$ cat config.mk
export PLATFORM = sky130hd
export DESIGN_NAME = tx_buffer_loader
export DESIGN_NICKNAME = d
export VERILOG_FILES = /design/src/rtl/tx_buffer_loader.sv
export SDC_FILE = /design/constraint.sdc
export NUM_CORES = 1
export LEC_CHECK = 0
export ABC_AREA = 1
export BUFFER_PORTS_ARGS = -buffer_cell sky130_fd_sc_hd__buf_2
export CORE_MARGIN = 2
export CORE_UTILIZATION = 46
export DETAILED_ROUTE_END_ITERATION = 12
export GPL_TIMING_DRIVEN = 0
export PLACE_DENSITY = 0.78
export REMOVE_ABC_BUFFERS = 1
export SLEW_MARGIN = 10
export SYNTH_ARGS = -nofsm -noshare
export SYNTH_HDL_FRONTEND = slang
export SYNTH_SLANG_ARGS = --single-unit
$ cat constraint.sdc
create_clock -name i_clk -period 4.4 [get_ports i_clk]
set_input_delay 0.66 -clock i_clk [delete_from_list [all_inputs] [get_ports i_clk]]
set_output_delay 0.66 -clock i_clk [all_outputs]
set_load 0.01 [all_outputs]
$ cat src/rtl/tx_buffer_loader.sv
// Writer side of the 4-entry transmit buffer. It loads switch bytes on LOAD presses and
// streams the stored bytes oldest-first to the UART TX through a start/busy handshake.
module tx_buffer_loader #(
    parameter int unsigned DEPTH = 4
) (
    input  logic                  i_clk,
    input  logic                  i_reset,
    input  logic [7:0]            i_sw,
    input  logic                  i_load_btn,
    input  logic                  i_send_btn,
    input  logic                  i_tx_busy,
    output logic [DEPTH-1:0][7:0] o_txbuf,
    output logic [1:0]            o_wr_ptr,
    output logic [2:0]            o_count,
    output logic [7:0]            o_tx_data,
    output logic                  o_tx_start,
    output logic                  o_sending
);

    typedef enum logic [1:0] {
        B_IDLE,
        B_PULSE,
        B_HELD
    } btn_state_e;

    typedef enum logic [1:0] {
        S_IDLE,
        S_START,
        S_WAIT_BUSY,
        S_WAIT_DONE
    } send_state_e;

    btn_state_e            r_ld_state;
    btn_state_e            r_sd_state;
    send_state_e           r_state;
    logic [DEPTH-1:0][7:0] r_txbuf;
    logic [1:0]            r_wr_ptr;
    logic [1:0]            r_rd_ptr;
    logic [2:0]            r_count;
    logic [2:0]            r_remaining;
    logic [7:0]            r_tx_data;
    logic                  r_tx_start;
    logic                  r_sending;

    logic w_load_stb;
    logic w_send_stb;

    // One strobe per press, however long the button stays down.
    always_ff @(posedge i_clk) begin
        if (i_reset) begin
            r_ld_state <= B_IDLE;
        end else begin
            case (r_ld_state)
                B_IDLE:  if (i_load_btn) r_ld_state <= B_PULSE;
                B_PULSE: r_ld_state <= B_HELD;
                B_HELD:  if (!i_load_btn) r_ld_state <= B_IDLE;
                default: r_ld_state <= B_IDLE;
            endcase
        end
    end

    always_ff @(posedge i_clk) begin
        if (i_reset) begin
            r_sd_state <= B_IDLE;
        end else begin
            case (r_sd_state)
                B_IDLE:  if (i_send_btn) r_sd_state <= B_PULSE;
                B_PULSE: r_sd_state <= B_HELD;
                B_HELD:  if (!i_send_btn) r_sd_state <= B_IDLE;
                default: r_sd_state <= B_IDLE;
            endcase
        end
    end

    assign w_load_stb = (r_ld_state == B_PULSE);
    assign w_send_stb = (r_sd_state == B_PULSE);

    always_ff @(posedge i_clk) begin
        if (i_reset) begin
            r_state     <= S_IDLE;
            r_txbuf     <= '0;
            r_wr_ptr    <= 2'd0;
            r_rd_ptr    <= 2'd0;
            r_count     <= 3'd0;
            r_remaining <= 3'd0;
            r_tx_data   <= 8'h00;
            r_tx_start  <= 1'b0;
            r_sending   <= 1'b0;
        end else begin
            r_tx_start <= 1'b0;
            case (r_state)
                S_IDLE: begin
                    // A send press always swallows a coincident load press.
                    if (w_send_stb) begin
                        if (r_count != 3'd0) begin
                            // count==4 wraps to 0 here, so the oldest entry is wr_ptr itself.
                            r_rd_ptr    <= r_wr_ptr - r_count[1:0];
                            r_remaining <= r_count;
                            r_sending   <= 1'b1;
                            r_state     <= S_START;
                        end
                    end else if (w_load_stb) begin
                        r_txbuf[r_wr_ptr] <= i_sw;
                        r_wr_ptr          <= r_wr_ptr + 2'd1;
                        if (r_count != 3'd4) begin
                            r_count <= r_count + 3'd1;
                        end
                    end
                end
                S_START: begin
                    r_tx_start <= 1'b1;
                    r_tx_data  <= r_txbuf[r_rd_ptr];
                    r_state    <= S_WAIT_BUSY;
                end
                S_WAIT_BUSY: begin
                    if (i_tx_busy) begin
                        r_state <= S_WAIT_DONE;
                    end
                end
                S_WAIT_DONE: begin
                    if (!i_tx_busy) begin
                        r_rd_ptr    <= r_rd_ptr + 2'd1;
                        r_remaining <= r_remaining - 3'd1;
                        if (r_remaining == 3'd1) begin
                            r_count   <= 3'd0;
                            r_sending <= 1'b0;
                            r_state   <= S_IDLE;
                        end else begin
                            r_state <= S_START;
                        end
                    end
                end
                default: begin
                    r_state   <= S_IDLE;
                    r_sending <= 1'b0;
                end
            endcase
        end
    end

    assign o_txbuf    = r_txbuf;
    assign o_wr_ptr   = r_wr_ptr;
    assign o_count    = r_count;
    assign o_tx_data  = r_tx_data;
    assign o_tx_start = r_tx_start;
    assign o_sending  = r_sending;

endmodule

==> results of run 1 <==
## placed cells by master (no fill, tap or decap), types with 3 or more instances in the layout
| cell type | n |
|---|---|
| ha_1 | 14 |
| nor2_1 | 121 |
| inv_1 | 31 |
| nand3_1 | 9 |
| dfxtp_1 | 58 |
| a21oi_1 | 14 |
| nand2_1 | 34 |
| nand4_1 | 3 |
| o21ai_1 | 3 |
| clkbuf_8 | 11 |
| inv_2 | 5 |
| buf_2 | 59 |
| o21ai_0 | 69 |
| nor2_4 | 4 |
## state kept, by name, indices dropped and copies added, names as in the netlist
signal	count
o_txbuf	32
r_remaining	3
r_ld_state	2
o_tx_start	1
o_sending	1
o_tx_data	8
r_rd_ptr	2
o_count	3
r_state	2
r_sd_state	2
o_wr_ptr	2
## layer usage
layer  part of all wire [%]  up-vias  wire [µm]  global-route usage (%)
met5                      0        -          0                       0
met3                    6.6       14        468                    5.33
met1                     44     1277       3100                    29.0
met2                     48      101       3400                    36.8
li1                       -     1361          -                       -
met4                    1.5        0        108                    9.49
## kinds of logic after synthesis
| kind of cell | share of synthesized area, % |
|---|---|
| and+or+nand+nor | 27.2 |
| buffers and inverters | 6.91 |
| adders and majority gates | 6.41 |
| xor gates and xnor gates | 0.320 |
| DFF | 42.5 |
| AOI/OAI and AO/OA | 16.7 |
## power by group through the flow
stage                     clock network, W  logic (W)  registers [W]
after floorplan                          0   0.000235       0.000688
after global placement                   0   0.000383       0.000666
after detailed placement                 0   0.000395       0.000670
after CTS                         0.000515   0.000398       0.000659
after global routing              0.000536   0.000460       0.000667
final                             0.000509   0.000396       0.000659
## cell usage after synthesis (all sizes together)
cell type    n
nor2       126
o21ai       73
dfxtp       58
inv         36
nand2       34
a21oi       14
ha          14
nand3       10
clkbuf       8
buf          5
nand4        3
nor3         2
or2          2
a211oi       1
nand3b       1
o32ai        1
xor2         1
## per-stage QoR
| step | worst slack, ps | hold WS (ps) | util [%] | instances |
|---|---|---|---|---|
| final | 2460 | 435 | 56.3 | 526 |
| after global routing | 2290 | 470 | 56.3 | 526 |
| after CTS | 2440 | 442 | 56.3 | 526 |
| after detailed placement | 2270 | 436 | 52.8 | 510 |
| after global placement | 2310 | 426 | 52.8 | 510 |
| after floorplan | 2920 | 418 | - | 376 |
## area by class of cell
class	count	area, µm²
repair buffers	59	295
flip-flops and latches	58	1160
well taps	75	93.8
clock inverters	4	50.0
inverters	36	135
fillers	578	2540
multi-input cells	282	1380
clock buffers	12	155
## worst max path at each step
stage	to	slack, ps	cells after the start
finish	o_txbuf[15]	2460	6
global route	o_txbuf[15]	2290	6
CTS	o_txbuf[15]	2440	6
detailed placement	o_txbuf[0]	2270	4
global placement	o_wr_ptr[1]	2310	4
floorplan	r_rd_ptr[1]	2920	8
==> impl_metrics.tcl, run 1 <==
set metrics [dict create \
    startpoint "r_state[0]" \
    reg2reg_from "r_state[0]" \
    worstPathArrival_ps 2210 \
    ff2ff_setup_slack_ps 2460 \
    grt-ovfl-total 0 \
    clock_sinks 58 \
    hold_viol_final 0 \
    area_growth_pct 19.8 \
    design_area_um2 3270 \
    worstHoldPathType "flop to flop" \
    wl_per_cell_um 13.5 \
    min_path_cells 1 \
    avgSynthCellArea_um2 7.03 \
    hold-path-endpoint "r_sd_state[0]" \
    worstSkewPairLatency_ps 340 \
    synth-seq-area-share_pct 42.5 \
    drive_gt1_share_pct 19.5 \
    initial_core_util_pct 47.0 \
    path_class "flop to flop" \
    yosys-top-cells-area "dfxtp_1 (42%), nor2_1 (17%), o21ai_0 (13%)" \
    clockRootBuffer "clkbuf_8" \
    yosysTopAreaCellShare_pct 42.5 \
    synth-seq-cells 58 \
    max_slew.worst_pin.slew_ps 1060 \
    num_rows 28 \
    routed_via_density 5.23 \
    slowest_stage "nand4_1" \
    drcViolationCount 0 \
    grt_max_degree 41 \
    clk_pin_slew_worst_paths_ps 70 \
    finalCriticalPeriod_ps 1940 \
    skew_ps 8.99 \
    drtAntennaViolNets 0 \
    cts_tree "yes" \
    gp_congestion 0.872 \
    rsz0062_at_grt "false" \
    via_count 2753 \
    cellLeakagePower_nw 1.63 \
    crit_path_start_kind "flop" \
    yosysTopAreaCell "dfxtp_1" \
    dieWidth_um 81.1 \
    report.final.setup_viol 0 \
    htreeDepth 3 \
    grt_pass1_vias 2433 \
    initialDrtViolationCount 239 \
    peakVddDrop_mv 0.217 \
    cts-resized-gates 0 \
    pwr-share-clk_pct 32.5 \
    antenna_found_initial 0 \
    rr_endpoint "o_txbuf[15]" \
    post_cts_buffers 0 \
    placed_area_um2 3070 \
    endpoint_kind "flop" \
    netlist_instances 389 \
    p_int_w 0.00104 \
    slew_violations 0 \
    finalPower_w 0.00156 \
    seqPwrFrac_pct 42.1 \
    cts_made_buffers 9 \
    crit_chain "inv_1 > ha_1 > nand4_1 > inv_1 > nor2_1 > nor2_1" \
    rr_worst_depth 6 \
    nets 473 \
    yosysWarnings 0 \
    crit_family "simple AND/OR/NAND/NOR gates" \
    yosysUniqueCellTypes 24 \
    grt_pass1_wl_mm 11.4 \
    synth_area_um2 2730 \
    drt_pass1_iterations 4 \
    hp-start "r_sd_state[1]" \
    relSlewSlack_pct 29.5 \
    cap_viol_max_count 0 \
    fmax_mhz 515 \
    coreArea_um2 5820 \
    cts_hold_buf 0 \
    dieArea_um2 6580 \
    io_pins 60 \
    critPathBufInv 2 \
    finalSetupTns_ps 0 \
    p_per_area_nw_per_um2 478 \
    slowest_delay_ps 420 \
    grt_usage_pct 22.7 \
    crit_required_ps 4670 \
    portBuffers 59 \
    cts_buffer_depth 2 \
    cp_max_fo 9 \
    hpwl_mm 4.78 \
    status "finished clean" \
    switching_power_w 0.000527 \
    wl_mm 7.08 \
    antenna_cells 0 \
    swShare_pct 33.7 \
    p_comb_share_pct 25.3 \
    die_y_um 81.1 \
    period_share_pct 44.1 \
]
Power figures use the tool's default switching activity.
==> run 2: changes to the inputs <==
- clock period: 4.4 -> 1.8 ns (I/O delays scaled with it)
==> run 2 against run 1 <==
Net effect: utilization increased by 0.52 points; total power increased by 140%; clock skew increased by 0.52 ps; first-iteration DRC count increased by 6.3%; combinational power increased by 150%; sequential cell count unchanged; global-route usage about the same; register-to-register slack got worse by 2300 ps; critical path depth increased by 1; clock-buffer cell count unchanged; setup slack got worse by 2300 ps; clock power increased by 140%.
==> impl_metrics.tcl, run 2 (synthesis gave the netlist of run 1 again) <==
set metrics [dict create \
    endpoint_kind "flop" \
    pwr-share-clk_pct 32.4 \
    cap_viol_max_count 0 \
    dieArea_um2 6580 \
    clk_pin_slew_worst_paths_ps 70 \
    cts_tree "yes" \
    num_rows 28 \
    peakVddDrop_mv 0.531 \
    final_common_cell "nor2_1" \
    ff2ff_setup_slack_ps 120 \
    worstPathArrival_ps 1900 \
    grt_pass1_vias 2448 \
    portBuffers 59 \
    fin_ws_ps 123 \
    max_slew.worst_pin.slew_ps 990 \
    worstSkewPairLatency_ps 330 \
    grt_usage_pct 22.8 \
    fin_util_pct 56.8 \
    seqPwrFrac_pct 42.2 \
    nets 476 \
    antenna_found_initial 0 \
    switching_power_w 0.00128 \
    wl_met2_mm 3.35 \
    wl_per_cell_um 13.3 \
    clockRootBuffer "clkbuf_8" \
    min_path_cells 3 \
    cts_hold_buf 0 \
    initial_core_util_pct 47.0 \
    p_int_w 0.00254 \
    drt_pass1_iterations 4 \
    hold_viol_final 0 \
    initialDrtViolationCount 254 \
    swShare_pct 33.5 \
    hpwl_mm 4.78 \
    post-place-ws_ps -139 \
    area_growth_pct 20.9 \
    die_y_um 81.1 \
    report.final.setup_viol 0 \
    htreeDepth 3 \
    finalCriticalPeriod_ps 1680 \
    slew_violations 0 \
    grt-ovfl-total 0 \
    clock_sinks 58 \
    hold-path-endpoint "r_sd_state[0]" \
    skew_ps 9.51 \
    path_class "flop to flop" \
    drive_gt1_share_pct 21.1 \
    grt_pass1_wl_mm 11.5 \
    startpoint "r_state[0]" \
    p_per_area_nw_per_um2 1160 \
    coreArea_um2 5820 \
    holdWs_ps 180 \
    cellLeakagePower_nw 1.64 \
    crit_path_start_kind "flop" \
    p_comb_share_pct 25.4 \
    via_count 2745 \
    top_layer_used "met4" \
    relSlewSlack_pct 33.9 \
    drtAntennaViolNets 0 \
    cts_buffer_depth 2 \
    gp_congestion 0.872 \
    fmax_mhz 596 \
    wl_mm 7.02 \
    hp-start "i_send_btn" \
    grt_max_degree 41 \
    rr_endpoint "o_txbuf[0]" \
    crit_required_ps 2020 \
    period_share_pct 93.2 \
    rr_worst_depth 7 \
    routed_via_density 5.19 \
    antenna_cells 0 \
    status "finished clean" \
    met3_length_um 542 \
    met1_length_mm 3.01 \
    drcViolationCount 0 \
    cts_made_buffers 9 \
    cp_max_fo 9 \
    dieWidth_um 81.1 \
    worstHoldPathType "primary input to flop" \
    io_pins 60 \
    mostFrequentLayoutCells "nor2_1 (121), o21ai_0 (69), buf_2 (59), dfxtp_1 (56), nand2_1 (34)" \
    rsz0062_at_grt "false" \
    largest_register_ff_count 32 \
    reg2reg_from "r_state[0]" \
    finalSetupTns_ps 0 \
]
-- run 2: per-stage QoR --
stage | cells | cell area [µm²] | total power (W)
2_1_floorplan | 376 | 2680 | 0.00226
3_3_place_gp | 510 | 3070 | 0.00256
3_5_place_dp | 510 | 3070 | 0.00260
4_1_cts | 527 | 3280 | 0.00385
5_1_grt | 529 | 3300 | 0.00407
6_report | 529 | 3300 | 0.00382
-- run 2: how the worst max path moves through the flow --
stage / end / depth (start not counted)
floorplan: r_rd_ptr[1] / 8
global placement: o_txbuf[9] / 6
global route: o_txbuf[6] / 7
finish: o_txbuf[0] / 7
detailed placement: o_txbuf[15] / 6
CTS: o_count[0] / 7
-- run 2: timing repair --
item / 4_1_cts / 5_1_grt
hold endpoints to repair: 0 / 0
setup buffers: 1 / 2
pin swaps: 1 / 1
endpoints found under the setup margin: 9 / 23
gates resized for setup: 2 / 3
-- run 2: worst max-delay path: stages (launching register included) --
cell and delay [ps]:
dfxtp_2 340, inv_1 120, ha_2 310, nand3_4 170
nor2_4 270, inv_2 160, nor2_1 140, nor2_1 60
-- run 2: cell type report --
type	instances	area, µm²
fillers	579	2510
multi-input cells	282	1390
flip-flops and latches	58	1160
repair buffers	62	318
clock buffers	12	155
inverters	36	135
well taps	75	93.8
clock inverters	4	50.0
-- run 2: power by group through the flow --
stage,sequential [W],combinational [W],clock [W]
after detailed placement,0.00164,0.000965,0
final,0.00161,0.000971,0.00124
after CTS,0.00161,0.000977,0.00126
after floorplan,0.00168,0.000575,0
after global placement,0.00163,0.000937,0
after global routing,0.00163,0.00113,0.00131
-- run 2: per-layer routing --
layer | up-vias | track usage [%]
met4 | 0 | 10.2
met1 | 1268 | 28.9
li1 | 1368 | -
met2 | 98 | 36.7
met5 | - | 0
met3 | 11 | 5.33
==> run 3: changes to the inputs <==
- CORE_UTILIZATION: 46 -> 52
- PLACE_DENSITY: 0.78 -> 0.86
==> run 3 against run 2 <==
Net effect: die area decreased by 11%; worst hold slack improved by 11 ps; total power decreased by 2.4%; cell count decreased by 0.38%; critical endpoint is now r_remaining[2]; largest power group unchanged.
==> impl_metrics.tcl, run 3 (synthesis gave the netlist of run 1 again) <==
set metrics [dict create \
    period_share_pct 92.0 \
    nets 479 \
    htreeDepth 3 \
    slowest_stage "dfxtp_1" \
    min_path_cells 3 \
    report.final.setup_viol 0 \
    ff2ff_setup_slack_ps 140 \
    switching_power_w 0.00128 \
    cp_max_fo 8 \
    via_count 2759 \
    worstSkewPairLatency_ps 330 \
    path_class "flop to flop" \
    cts_buffer_depth 2 \
    cts_hold_buf 0 \
    finalSetupTns_ps 0 \
    portBuffers 59 \
    grt_pass1_vias 2430 \
    drt_pass1_iterations 4 \
    drcViolationCount 0 \
    fin_util_pct 65.1 \
    dp_cells 505 \
    met3_length_um 478 \
    status "finished clean" \
    worstHoldPathType "primary input to flop" \
    initialDrtViolationCount 185 \
    gp_congestion 0.792 \
    p_per_area_nw_per_um2 1130 \
    largest_register_ff_count 32 \
    n_fill_cell 450 \
    dieWidth_um 76.5 \
    p_comb_share_pct 26.5 \
    hp-start "i_load_btn" \
    area_growth_pct 20.9 \
    max_slew.worst_pin.slew_ps 1040 \
    slew_violations 0 \
    routed_via_density 5.24 \
    num_rows 26 \
    seqPwrFrac_pct 43.4 \
    rr_endpoint "r_remaining[2]" \
    relSlewSlack_pct 30.4 \
    cts_tree "yes" \
    post-place-ws_ps -138 \
    wl_per_cell_um 13.3 \
    coreArea_um2 5070 \
    clk_pin_slew_worst_paths_ps 70 \
    cts_made_buffers 9 \
    crit_required_ps 2050 \
    wl_met2_mm 3.34 \
    clockRootBuffer "clkbuf_8" \
    worstPathArrival_ps 1910 \
    hold-path-endpoint "r_ld_state[0]" \
    grt_max_degree 41 \
    rr_worst_depth 7 \
    mostFrequentLayoutCells "nor2_1 (121), o21ai_0 (69), buf_2 (59), dfxtp_1 (56), nand2_1 (34)" \
    wl_mm 7.01 \
    p_int_w 0.00244 \
    hpwl_mm 4.57 \
    dieArea_um2 5850 \
    fmax_mhz 604 \
    grt_pass1_wl_mm 11.4 \
    reg2reg_from "r_state[1]" \
    clock_sinks 58 \
    rsz0062_at_grt "false" \
    met1_length_mm 3.06 \
    pwr-share-clk_pct 30.2 \
    slowest_delay_ps 400 \
    finalCriticalPeriod_ps 1660 \
    top_layer_used "met4" \
    crit_path_start_kind "flop" \
    grt_usage_pct 23.9 \
    peakVddDrop_mv 0.619 \
    stdcell_count 527 \
    drtAntennaViolNets 0 \
    skew_ps 10.1 \
    antenna_found_initial 0 \
    cap_viol_max_count 0 \
    crit_chain "inv_1 > ha_2 > nand3_1 > nand2_1 > nor2_4 > o21ai_0 > a21oi_1" \
    drive_gt1_share_pct 21.9 \
    grt-ovfl-total 0 \
    antenna_cells 0 \
    cellLeakagePower_nw 1.65 \
    endpoint_kind "flop" \
    final_common_cell "nor2_1" \
    io_pins 60 \
    fin_ws_ps 144 \
    die_y_um 76.5 \
    initial_core_util_pct 53.9 \
    swShare_pct 34.4 \
    hold_viol_final 0 \
]
## run 3: cell count changes in the layout (fill, tap and decap cells not counted), sizes merged
cell    previous run  this run
bufinv             1         0
buf               62        65
clkinv             1         2
## run 3: timing repair
item / in CTS / in global routing
gates resized for setup: 2 / 3
setup endpoints to repair: 10 / 27
pin swaps: 1 / 2
setup buffers: 1 / 5
endpoints found under the hold margin: 0 / 0
## run 3: power by group through the flow
stage	clock, W	sequential (W)	combinational, W
5_1_grt	0.00121	0.00164	0.00112
2_1_floorplan	0	0.00168	0.000575
3_5_place_dp	0	0.00164	0.000954
6_report	0.00112	0.00162	0.000987
3_3_place_gp	0	0.00163	0.000926
4_1_cts	0.00113	0.00161	0.000972
## run 3: critical path, delay by kind of cell, from the launching register on
| family | cells | cell delay [ps] |
|---|---|---|
| AOI/OAI and AO/OA | 2 | 330 |
| buffers and inverters | 1 | 110 |
| adders and majority gates | 1 | 250 |
| DFF | 1 | 400 |
| and+or+nand+nor | 3 | 500 |
## run 3: area by class of cell
cell class	count	area, µm²	area share, %
well taps	70	87.6	2.65
clock buffers	12	165	5.00
flip-flops and latches	58	1160	35.2
repair buffers	65	340	10.3
clock inverters	4	25.0	0.757
inverters	36	135	4.09
multi-input cells	282	1390	42.0
## run 3: through the flow
stage	area, µm²	total power [W]	hold slack (ps)
finish	3310	0.00373	191
global route	3310	0.00397	187
CTS	3260	0.00371	187
detailed placement	3060	0.00259	435
global placement	3060	0.00256	425
floorplan	2680	0.00226	339
## run 3: worst max-delay path by stage
stage,from,endpoint,slack (ps),depth (start not counted)
2_1_floorplan,r_state[0],r_rd_ptr[1],320,8
3_3_place_gp,r_state[0],o_txbuf[11],-60,6
3_5_place_dp,r_state[0],o_txbuf[13],-140,6
4_1_cts,r_state[0],o_count[0],50,7
5_1_grt,r_state[0],o_txbuf[19],20,7
6_report,r_state[1],r_remaining[2],140,7
## run 3: routing by layer
layer | track usage [%] | up-vias
met3 | 5.45 | 18
li1 | - | 1377
met4 | 9.45 | 0
met5 | 0 | -
met1 | 31.2 | 1255
met2 | 38.5 | 109
